`src/rtl/prot_key_seq_if.sv`:
```
// prot_key_seq_if: bus-snoop port bundle shared by the bus master and the key sequencer
//   sser_n  - select, active low          (master -> slave)
//   ba      - 14-bit bus address          (master -> slave)
//   br_w    - 1=read, 0=write             (master -> slave)
//   acc_stb - one-cycle access strobe     (master -> slave)
//   sdrd    - serial response bit         (slave -> master)
//   sdrd_oe - drive enable for sdrd       (slave -> master)
interface prot_key_seq_if;
    logic        sser_n;
    logic [13:0] ba;
    logic        br_w;
    logic        acc_stb;
    logic        sdrd;
    logic        sdrd_oe;
    modport master (output sser_n, ba, br_w, acc_stb, input sdrd, sdrd_oe);
    modport slave  (input sser_n, ba, br_w, acc_stb, output sdrd, sdrd_oe);
endinterface

```
`src/rtl/prot_key_seq.sv`:
```
// prot_key_seq: bus-snooping protection-key sequencer with NUM_CH LFSR response channels
//   clk      - system clock
//   rst_n    - synchronous active-low reset
//   bus      - prot_key_seq_if.slave (sser_n, ba, br_w, acc_stb in; sdrd, sdrd_oe out)
//   unlocked - registered, high while in RUN
//   lfsr_dbg - LFSR state of the channel selected by ba[9:8]
//   Optional macro PROT_KEY_TIMEOUT_EN: auto-relock after TIMEOUT idle clocks in RUN.
module prot_key_seq #(
    parameter int                 STATE_W  = 6,
    parameter logic [STATE_W-1:0] TAP_MASK = 'h30,
    parameter logic [STATE_W-1:0] SEED     = 'h01,
    parameter int                 KEY_LEN  = 4,
    parameter logic [15:0]        KEY_SEQ  = 16'h2A58,
    parameter int                 NUM_CH   = 2,
    parameter int                 TIMEOUT  = 255
) (
    input  logic               clk,
    input  logic               rst_n,
    prot_key_seq_if.slave      bus,
    output logic               unlocked,
    output logic [STATE_W-1:0] lfsr_dbg
);
    localparam int CH_W = NUM_CH > 1 ? $clog2(NUM_CH) : 1;
    typedef enum logic [1:0] {IDLE, ARM, RUN} state_t;
    state_t             state_q, state_d;
    logic [1:0]         idx_q, idx_d;
    logic               unlocked_q, unlocked_d;
    logic [STATE_W-1:0] lfsr_q [NUM_CH];
    logic [STATE_W-1:0] lfsr_d [NUM_CH];
    logic               in_win, hit, rd_hit, wr_hit, reload_all;
    logic [CH_W-1:0]    ch;
    logic [3:0]         nib, exp_nib;
`ifdef PROT_KEY_TIMEOUT_EN
    localparam int CNT_W = $clog2(TIMEOUT + 1);
    logic [CNT_W-1:0] cnt_q, cnt_d;
`endif

    // SEED ^ ch can be zero (e.g. SEED=1, ch=1); fall back to SEED so no channel ever locks up
    function automatic logic [STATE_W-1:0] reload(input int c);
        logic [STATE_W-1:0] v;
        v = SEED ^ STATE_W'(c);
        return v == '0 ? SEED : v;
    endfunction

    function automatic logic [STATE_W-1:0] lfsr_step(input logic [STATE_W-1:0] v, input int c);
        logic [STATE_W-1:0] n;
        n = {v[STATE_W-2:0], ^(v & TAP_MASK)};
        return n == '0 ? reload(c) : n;
    endfunction

    assign in_win = ~bus.sser_n && bus.ba[13:12] == 2'b01;
    assign hit    = in_win && bus.acc_stb;
    assign rd_hit = hit && bus.br_w;
    assign wr_hit = hit && !bus.br_w;
    assign ch     = CH_W'(32'(bus.ba[9:8]) % NUM_CH);
    assign nib    = bus.ba[7:4];
    // key nibbles live in the low KEY_LEN*4 bits, most-significant nibble consumed first
    assign exp_nib = 4'((KEY_SEQ << {idx_q, 2'b00}) >> (4 * KEY_LEN - 4));

    always_comb begin
        state_d    = state_q;
        idx_d      = idx_q;
        lfsr_d     = lfsr_q;
        reload_all = 1'b0;
`ifdef PROT_KEY_TIMEOUT_EN
        cnt_d = '0;
        if (state_q == RUN && !hit) begin
            if (cnt_q == CNT_W'(TIMEOUT - 1)) begin
                state_d    = IDLE;
                reload_all = 1'b1;
            end else
                cnt_d = cnt_q + 1'b1;
        end
`endif
        if (wr_hit && nib == 4'hF) begin
            state_d    = IDLE;
            idx_d      = '0;
            reload_all = 1'b1;
        end else if (rd_hit) begin
            case (state_q)
                // idx is 0 in IDLE, so IDLE and ARM share the nibble match
                IDLE, ARM: begin
                    if (nib != exp_nib) begin
                        state_d = IDLE;
                        idx_d   = '0;
                    end else if (idx_q == 2'(KEY_LEN - 1)) begin
                        state_d    = RUN;
                        idx_d      = '0;
                        reload_all = 1'b1;
                    end else begin
                        state_d = ARM;
                        idx_d   = idx_q + 1'b1;
                    end
                end
                RUN:     lfsr_d[ch] = lfsr_step(lfsr_q[ch], int'(ch));
                default: state_d = IDLE;
            endcase
        end
        if (reload_all)
            for (int i = 0; i < NUM_CH; i++) lfsr_d[i] = reload(i);
        unlocked_d = state_d == RUN;
    end

    always_ff @(posedge clk) begin
        if (!rst_n) begin
            state_q    <= IDLE;
            idx_q      <= '0;
            unlocked_q <= 1'b0;
            for (int i = 0; i < NUM_CH; i++) lfsr_q[i] <= reload(i);
        end else begin
            state_q    <= state_d;
            idx_q      <= idx_d;
            unlocked_q <= unlocked_d;
            lfsr_q     <= lfsr_d;
        end
    end

`ifdef PROT_KEY_TIMEOUT_EN
    always_ff @(posedge clk) begin
        if (!rst_n) cnt_q <= '0;
        else        cnt_q <= cnt_d;
    end
`endif

    assign bus.sdrd_oe = in_win && bus.br_w;
    assign bus.sdrd    = state_q == RUN ? lfsr_q[ch][STATE_W-1] : 1'b1;
    assign unlocked    = unlocked_q;
    assign lfsr_dbg    = lfsr_q[ch];
endmodule

```
`src/flat_wrapper.sv`:
```
// flat-port wrapper written by rule: the top's interface ports become plain ports
module prot_key_seq_flat 
#(
    parameter int                 STATE_W  = 6,
    parameter logic [STATE_W-1:0] TAP_MASK = 'h30,
    parameter logic [STATE_W-1:0] SEED     = 'h01,
    parameter int                 KEY_LEN  = 4,
    parameter logic [15:0]        KEY_SEQ  = 16'h2A58,
    parameter int                 NUM_CH   = 2,
    parameter int                 TIMEOUT  = 255
)
  (clk, rst_n, unlocked, lfsr_dbg, bus_sser_n, bus_ba, bus_br_w, bus_acc_stb, bus_sdrd, bus_sdrd_oe);
  prot_key_seq_if bus_i ();
  input  logic clk;
  input  logic rst_n;
  output logic unlocked;
  output logic [STATE_W-1:0] lfsr_dbg;
  input wire logic [$bits(bus_i.sser_n)-1:0] bus_sser_n;
  input wire logic [$bits(bus_i.ba)-1:0] bus_ba;
  input wire logic [$bits(bus_i.br_w)-1:0] bus_br_w;
  input wire logic [$bits(bus_i.acc_stb)-1:0] bus_acc_stb;
  output wire logic [$bits(bus_i.sdrd)-1:0] bus_sdrd;
  output wire logic [$bits(bus_i.sdrd_oe)-1:0] bus_sdrd_oe;
  assign bus_i.sser_n = bus_sser_n;
  assign bus_i.ba = bus_ba;
  assign bus_i.br_w = bus_br_w;
  assign bus_i.acc_stb = bus_acc_stb;
  assign bus_sdrd = bus_i.sdrd;
  assign bus_sdrd_oe = bus_i.sdrd_oe;
  prot_key_seq #(.STATE_W(STATE_W), .TAP_MASK(TAP_MASK), .SEED(SEED), .KEY_LEN(KEY_LEN), .KEY_SEQ(KEY_SEQ), .NUM_CH(NUM_CH), .TIMEOUT(TIMEOUT)) u_core (.clk(clk), .rst_n(rst_n), .bus(bus_i), .unlocked(unlocked), .lfsr_dbg(lfsr_dbg));
endmodule
```
`config.mk`:
```
export PLATFORM = sky130hd
export DESIGN_NAME = prot_key_seq_flat
export DESIGN_NICKNAME = d
export VERILOG_FILES = /design/src/rtl/prot_key_seq_if.sv /design/src/rtl/prot_key_seq.sv /design/src/flat_wrapper.sv
export SDC_FILE = /design/constraint.sdc
export NUM_CORES = 1
export LEC_CHECK = 0
export ABC_CLOCK_PERIOD_IN_PS = 1400
export CORE_ASPECT_RATIO = 1.2
export CORE_MARGIN = 2
export CORE_UTILIZATION = 40
export CTS_CLUSTER_DIAMETER = 30
export DETAILED_ROUTE_END_ITERATION = 7
export HOLD_SLACK_MARGIN = 0.15
export PLACE_DENSITY = 0.7
export SLEW_MARGIN = 20
export SYNTH_ARGS = -nofsm -noshare
export SYNTH_HDL_FRONTEND = slang
export SYNTH_SLANG_ARGS = --single-unit
```
`constraint.sdc`:
```
create_clock -name clk -period 1.4 [get_ports clk]
set_input_delay 0.35 -clock clk [delete_from_list [all_inputs] [get_ports clk]]
set_output_delay 0.35 -clock clk [all_outputs]
set_load 0.01 [all_outputs]
```
Word level (Yosys, flattened, before mapping):

Index checks and enable logic that the tools add are counted.

* input bits: 19
* logic and storage cells: 59
* flip-flop bits (word level): 17
* output and inout bits: 9

* equal/unequal tests: 7
* add/subtract/negate cells: 1
* shift operators: 1
* bitwise logic cells: 5
* multiplexer cells: 21
* reductions and logical operators: 17
* magnitude comparators: 2

Operators with widths (number)
* $mux W6: 5
* $shl A14 B4 Y16 const A: 1
* $bwmux W12: 1
* $logic_not A6 Y1: 2
* $mux W2: 6
* $logic_and A1 B1 Y1: 7
* $mux W1: 7
* $demux W6 S1: 1
* $eq A2 B2 Y1 const B: 3
* $reduce_or A2 Y1: 3
* $reduce_xor A6 Y1: 1
* $eq A2 B1 Y1 const B: 2
* $eq A4 B4 Y1 const B: 1
* $ne A4 B4 Y1: 1
* $not A1 Y1: 4
* $pmux W2 S2: 1
* $reduce_and A3 Y1: 1
* $add A2 B1 Y2 const B: 1
* $ge A2 B2 Y1 const B: 1
* $logic_not A2 Y1: 1
* $lt A2 B1 Y1 const B: 1
* $not A1 Y2: 1
* $reduce_and A2 Y1: 1
* $logic_not A1 Y1: 1

Logic depth before layout (Yosys ltp):

* depth after elaboration: 8
* mapped depth: 7
* mapped depth without buffers: 6

Least setup slack after synthesis:

OpenSTA, ideal clock, no wires.

* kind: reg2reg
* start point: register u_core.idx_q[0]
* end point: register u_core.idx_q[0]
* period minus slack after synthesis: 1566 ps
* buffers on the path: 0
* stages on the path, launching flop included: 7
* setup slack: -166 ps
* library setup time: 70 ps
* data arrival time: 1497 ps
* required time: 1330 ps
* path through: dfxtp_1 inv_1 ha_1 nor3_1 o211ai_1 or4_1 a21oi_1

* longest elaborated chain between the ends: 3
* elaborated cells on any way between the ends: 6
* those cells by class: add/sub: 1; eq/ne: 2; shift: 1; mux: 2

Ends and longest elaborated chain
* start, declared: line prot_key_seq.sv:26 `logic [1:0] idx_q, idx_d;`
* start signal, assigned: line prot_key_seq.sv:112 `idx_q <= idx_d;`
* $shl A14 B4 Y16, or another cell as far along: line prot_key_seq.sv:58 `assign exp_nib = 4'((KEY_SEQ << {idx_q, 2'b00}) >> (4 * KEY_LEN - 4));`
* $ne A4 B4 Y1 / $mux W2 (equally long branches): line prot_key_seq.sv:83, prot_key_seq.sv:86
* $mux W2 (*): line prot_key_seq.sv:83 `if (nib != exp_nib) begin`

Mark *: on every way between the ends. The rest lies on a longest branch, timed or not.
A chain may end at the register's enable or synchronous reset.

Final worst setup path:

* start point: register u_core.idx_q[0]
* end point: register u_core.lfsr_q[10] (netlist bit)

* longest elaborated chain between the ends: 7
* elaborated cells on any way between the ends: 9
* those cells by class: eq/ne: 2; shift: 1; mux: 5; reduce/logical: 1

Ends and longest elaborated chain
* $shl A14 B4 Y16 / $eq A2 B2 Y1 (equally long branches): line prot_key_seq.sv:58, prot_key_seq.sv:86
* $ne A4 B4 Y1 / $mux W1 (equally long branches): line prot_key_seq.sv:83, prot_key_seq.sv:86
* $mux W1 (*): line prot_key_seq.sv:83
* $mux W1 (*): line prot_key_seq.sv:80 `case (state_q)`
* $mux W1 (*): line prot_key_seq.sv:79 `end else if (rd_hit) begin`
* $mux W1 (*): line prot_key_seq.sv:75 `if (wr_hit && nib == 4'hF) begin`
* $reduce_or A2 Y1 (no line) (*)
* end signal, assigned: line prot_key_seq.sv:114 `lfsr_q <= lfsr_d;`
* end, declared: line prot_key_seq.sv:28 `logic [STATE_W-1:0] lfsr_q [NUM_CH];`

Marks and branches as above.

==> results.toml <==
[power]
power_per_cell_area_nw_per_um2 = 544
ir_worst_vdd_mv = 0.666
cellLeakagePower_nw = 0.682

[hold_path]
hold_path.class = "reg -> reg"
min_path_cells = 2
hold_start = "u_core.lfsr_q[7]"
min_to = "u_core.lfsr_q[7]"

[clocking]
clk_pin_slew_ps = 110
clock_latency_ps = 300
cts_buffers = 3
htreeDepth = 1
cts_buffer_depth = 2
cts_tree = "done"
root_buffer = "clkbuf_4"
cts_sinks = 17

[worst_setup_path]
reg2reg_depth = 7
r2r_start = "u_core.idx_q[0]"
cp_max_fo = 6
crit_family = "compound AO/OA/AOI/OAI gates"
slowest_stage = "dfxtp_2"
worst_ep_required_time_ps = 1650
crit_chain = "inv_2 > ha_4 > and3_4 > o211a_4 > a31o_4 > buf_6 > nor2_1"
ff2ff_setup_slack_ps = -110
startpoint_type = "register"
r2r-end = "u_core.lfsr_q[10]"
max_stage_delay_ps = 340
cp.arrival_ps = 1770
crit_type = "reg -> reg"
cp-end-kind = "register"
cp_num_buf_inv = 2

[synth]
postSynthCellCount = 93
avgSynthCellArea_um2 = 9.51
yosysMostFrequentCell = "dfxtp_1"
synthTopCellsByCount = "dfxtp_1 (17), mux2i_1 (11), nor2_1 (11)"
synth_area_um2 = 885
synth_top_area_share_pct = 38.5
syn-num-nets = 114
synthTopCellsByArea = "dfxtp_1 (38%), mux2i_1 (12%), mux2_2 (6.4%)"
synth_cell_types = 33
synth-edff-count = 0
synth_largest_area_cell = "dfxtp_1"
yosysSeqAreaShare_pct = 38.5
synth-seq-cells = 17
synthArstFlopShare_pct = 0
yosys_warnings = 0
synthFlopType = "dfxtp_1"

[floorplan]
num_rows = 18
ioPinCount = 28
dieArea_um2 = 2610
die_y_um = 55.5
start_util_pct = 42.7
dieWidth_um = 46.9
core_area_um2 = 2070

[timing]
rsz0062_at_grt = "yes"
worst_pin_slew_ps = 290
fin_ws_ps = -115
setup_violations = 19
slew_headroom_pct = 80.4
post-route-min-period_ps = 1510
fin_skew_ps = 12.8
fin_tns_setup_ps = -1240
finalCritPeriodShare_pct = 108
finalHoldViolations = 0
slew_viol_final = 0
holdWs_ps = 526
fmax_mhz = 660

[flow_run]
drv_cap = 0

[drt]
wl_per_cell_um = 15.7
final_antenna_net_count = 0
vias = 909
first_pass_iters = 4
drtIter0Drc = 15
vias_per_cell = 5.28
drc = 0
wirelength_um = 2700

[place]
dp_hpwl_um = 1650
portBuffers = 20
gp_congestion = 0.762

[grt]
antenna_found_initial = 0
grtUsageMet3_pct = 3.27
grt_pass1_wl_um = 3650
grt_max_degree = 11
grt_busiest_layer = "met2"
grtUsageMet2_pct = 29.4
grtUsageTotal_pct = 18.9
grt_overflow_total = 0
use_met1_pct = 24.9
grt_pass1_vias = 858

[finish]
drive_gt1_share_pct = 62.7
multi_input_area_um2 = 746
n_antenna_cell = 0
fin_util_pct = 76.0
nets = 164
seqCellArea_um2 = 354
syn_to_final_growth_pct = 77.9
fill_cells = 150

[outcome]
violations = "setup timing"
status = "complete, but fails checks"
[repair_timing]
action                                  4_1_cts  5_1_grt
setup buffers                                 2        2
resized for setup                            62       46
hold endpoints to repair                      0        0
hold buffers                                  0        0
endpoints found under the setup margin       26       23
pin swaps                                    10       21
[state kept, by name, indices dropped and copies added (netlist names)]
| name | cells |
|---|---|
| u_core.idx_q | 2 |
| u_core.lfsr_q | 12 |
| u_core.state_q | 2 |
| u_core.unlocked | 1 |
[per-stage QoR]
stage | setup slack [ps] | std cells | instance area (um2) | total power [mW]
after floorplan | -40.5 | 93 | 951 | 0.539
after CTS | -127 | 170 | 1390 | 0.835
after global routing | -140 | 172 | 1570 | 0.880
after detailed placement | -799 | 165 | 1350 | 0.592
after global placement | -759 | 165 | 1350 | 0.590
final | -115 | 172 | 1570 | 0.856
[cells in the final DEF (no fill, tap or decap), types with 2 or more instances in the layout]
| cell type | synthesis | routed |
|---|---|---|
| nand4b_1 | 2 | 2 |
| a21oi_2 | 0 | 4 |
| or3_1 | 2 | 2 |
| clkbuf_4 | 0 | 3 |
| nor2_1 | 11 | 4 |
| nor2_2 | 0 | 4 |
| buf_4 | 0 | 23 |
| dlygate4sd2_1 | 0 | 7 |
| nand3_1 | 2 | 2 |
| nor2_4 | 0 | 3 |
| clkbuf_2 | 0 | 3 |
| inv_1 | 3 | 2 |
| mux2_4 | 0 | 5 |
| dfxtp_2 | 0 | 8 |
| mux2i_4 | 0 | 4 |
| buf_6 | 1 | 10 |
| nand2_1 | 8 | 8 |
| mux2i_1 | 11 | 7 |
| buf_2 | 1 | 3 |
| a31oi_4 | 0 | 2 |
| dfxtp_1 | 17 | 8 |
| o311ai_1 | 2 | 2 |
[report_power, final]
| part | switching [mW] | internal (mW) |
|---|---|---|
| clock network | 0.163 | 0.107 |
| registers | 0.0000879 | 0.481 |
| logic | 0.0519 | 0.0527 |
[routing by layer]
metal  vias to the layer above  share of wire (%)
met4                         0                2.0
met1                       433                 44
met5                         -                  0
met2                        29                 49
li1                        439                  -
met3                         8                5.1
[layout make-up]
cell class                 instances  area share, %
multi-input combinational         70           47.4
timing repair buffer              48           25.3
inverter                           3          0.715
sequential                        17           22.5
tap                               30           2.38
clock inverter                     1          0.318
clock buffer                       3           1.43
[worst max path at each step]
stage                    startpoint                end  slack (ps)  depth (start not counted)
floorplan                 bus_ba[8]   u_core.lfsr_q[6]         -40                          5
global placement          bus_ba[8]        lfsr_dbg[4]        -760                          4
detailed placement        bus_ba[8]           bus_sdrd        -800                          5
CTS                 u_core.idx_q[0]    u_core.idx_q[0]        -130                          6
global route        u_core.idx_q[0]   u_core.lfsr_q[5]        -140                          7
finish              u_core.idx_q[0]  u_core.lfsr_q[10]        -110                          7
[cell families after synthesis]
group	Yosys count	synth area share, %
XOR/XNOR	2	1.98
adder cells (fa/ha/maj)	2	2.83
buffers and inverters	6	3.53
AND/OR/NAND/NOR	38	24.3
AO/OA/AOI/OAI	12	10.0
multiplexers	16	18.8
flip-flops	17	38.5
[worst reg2reg max path, cell delays in order, from the launching register on]
cell and delay [ps]:
dfxtp_2 340, inv_2 40, ha_4 150, and3_4 180, o211a_4 280, a31o_4 240
buf_6 140, nor2_1 100
Power figures use the tool's default switching activity.
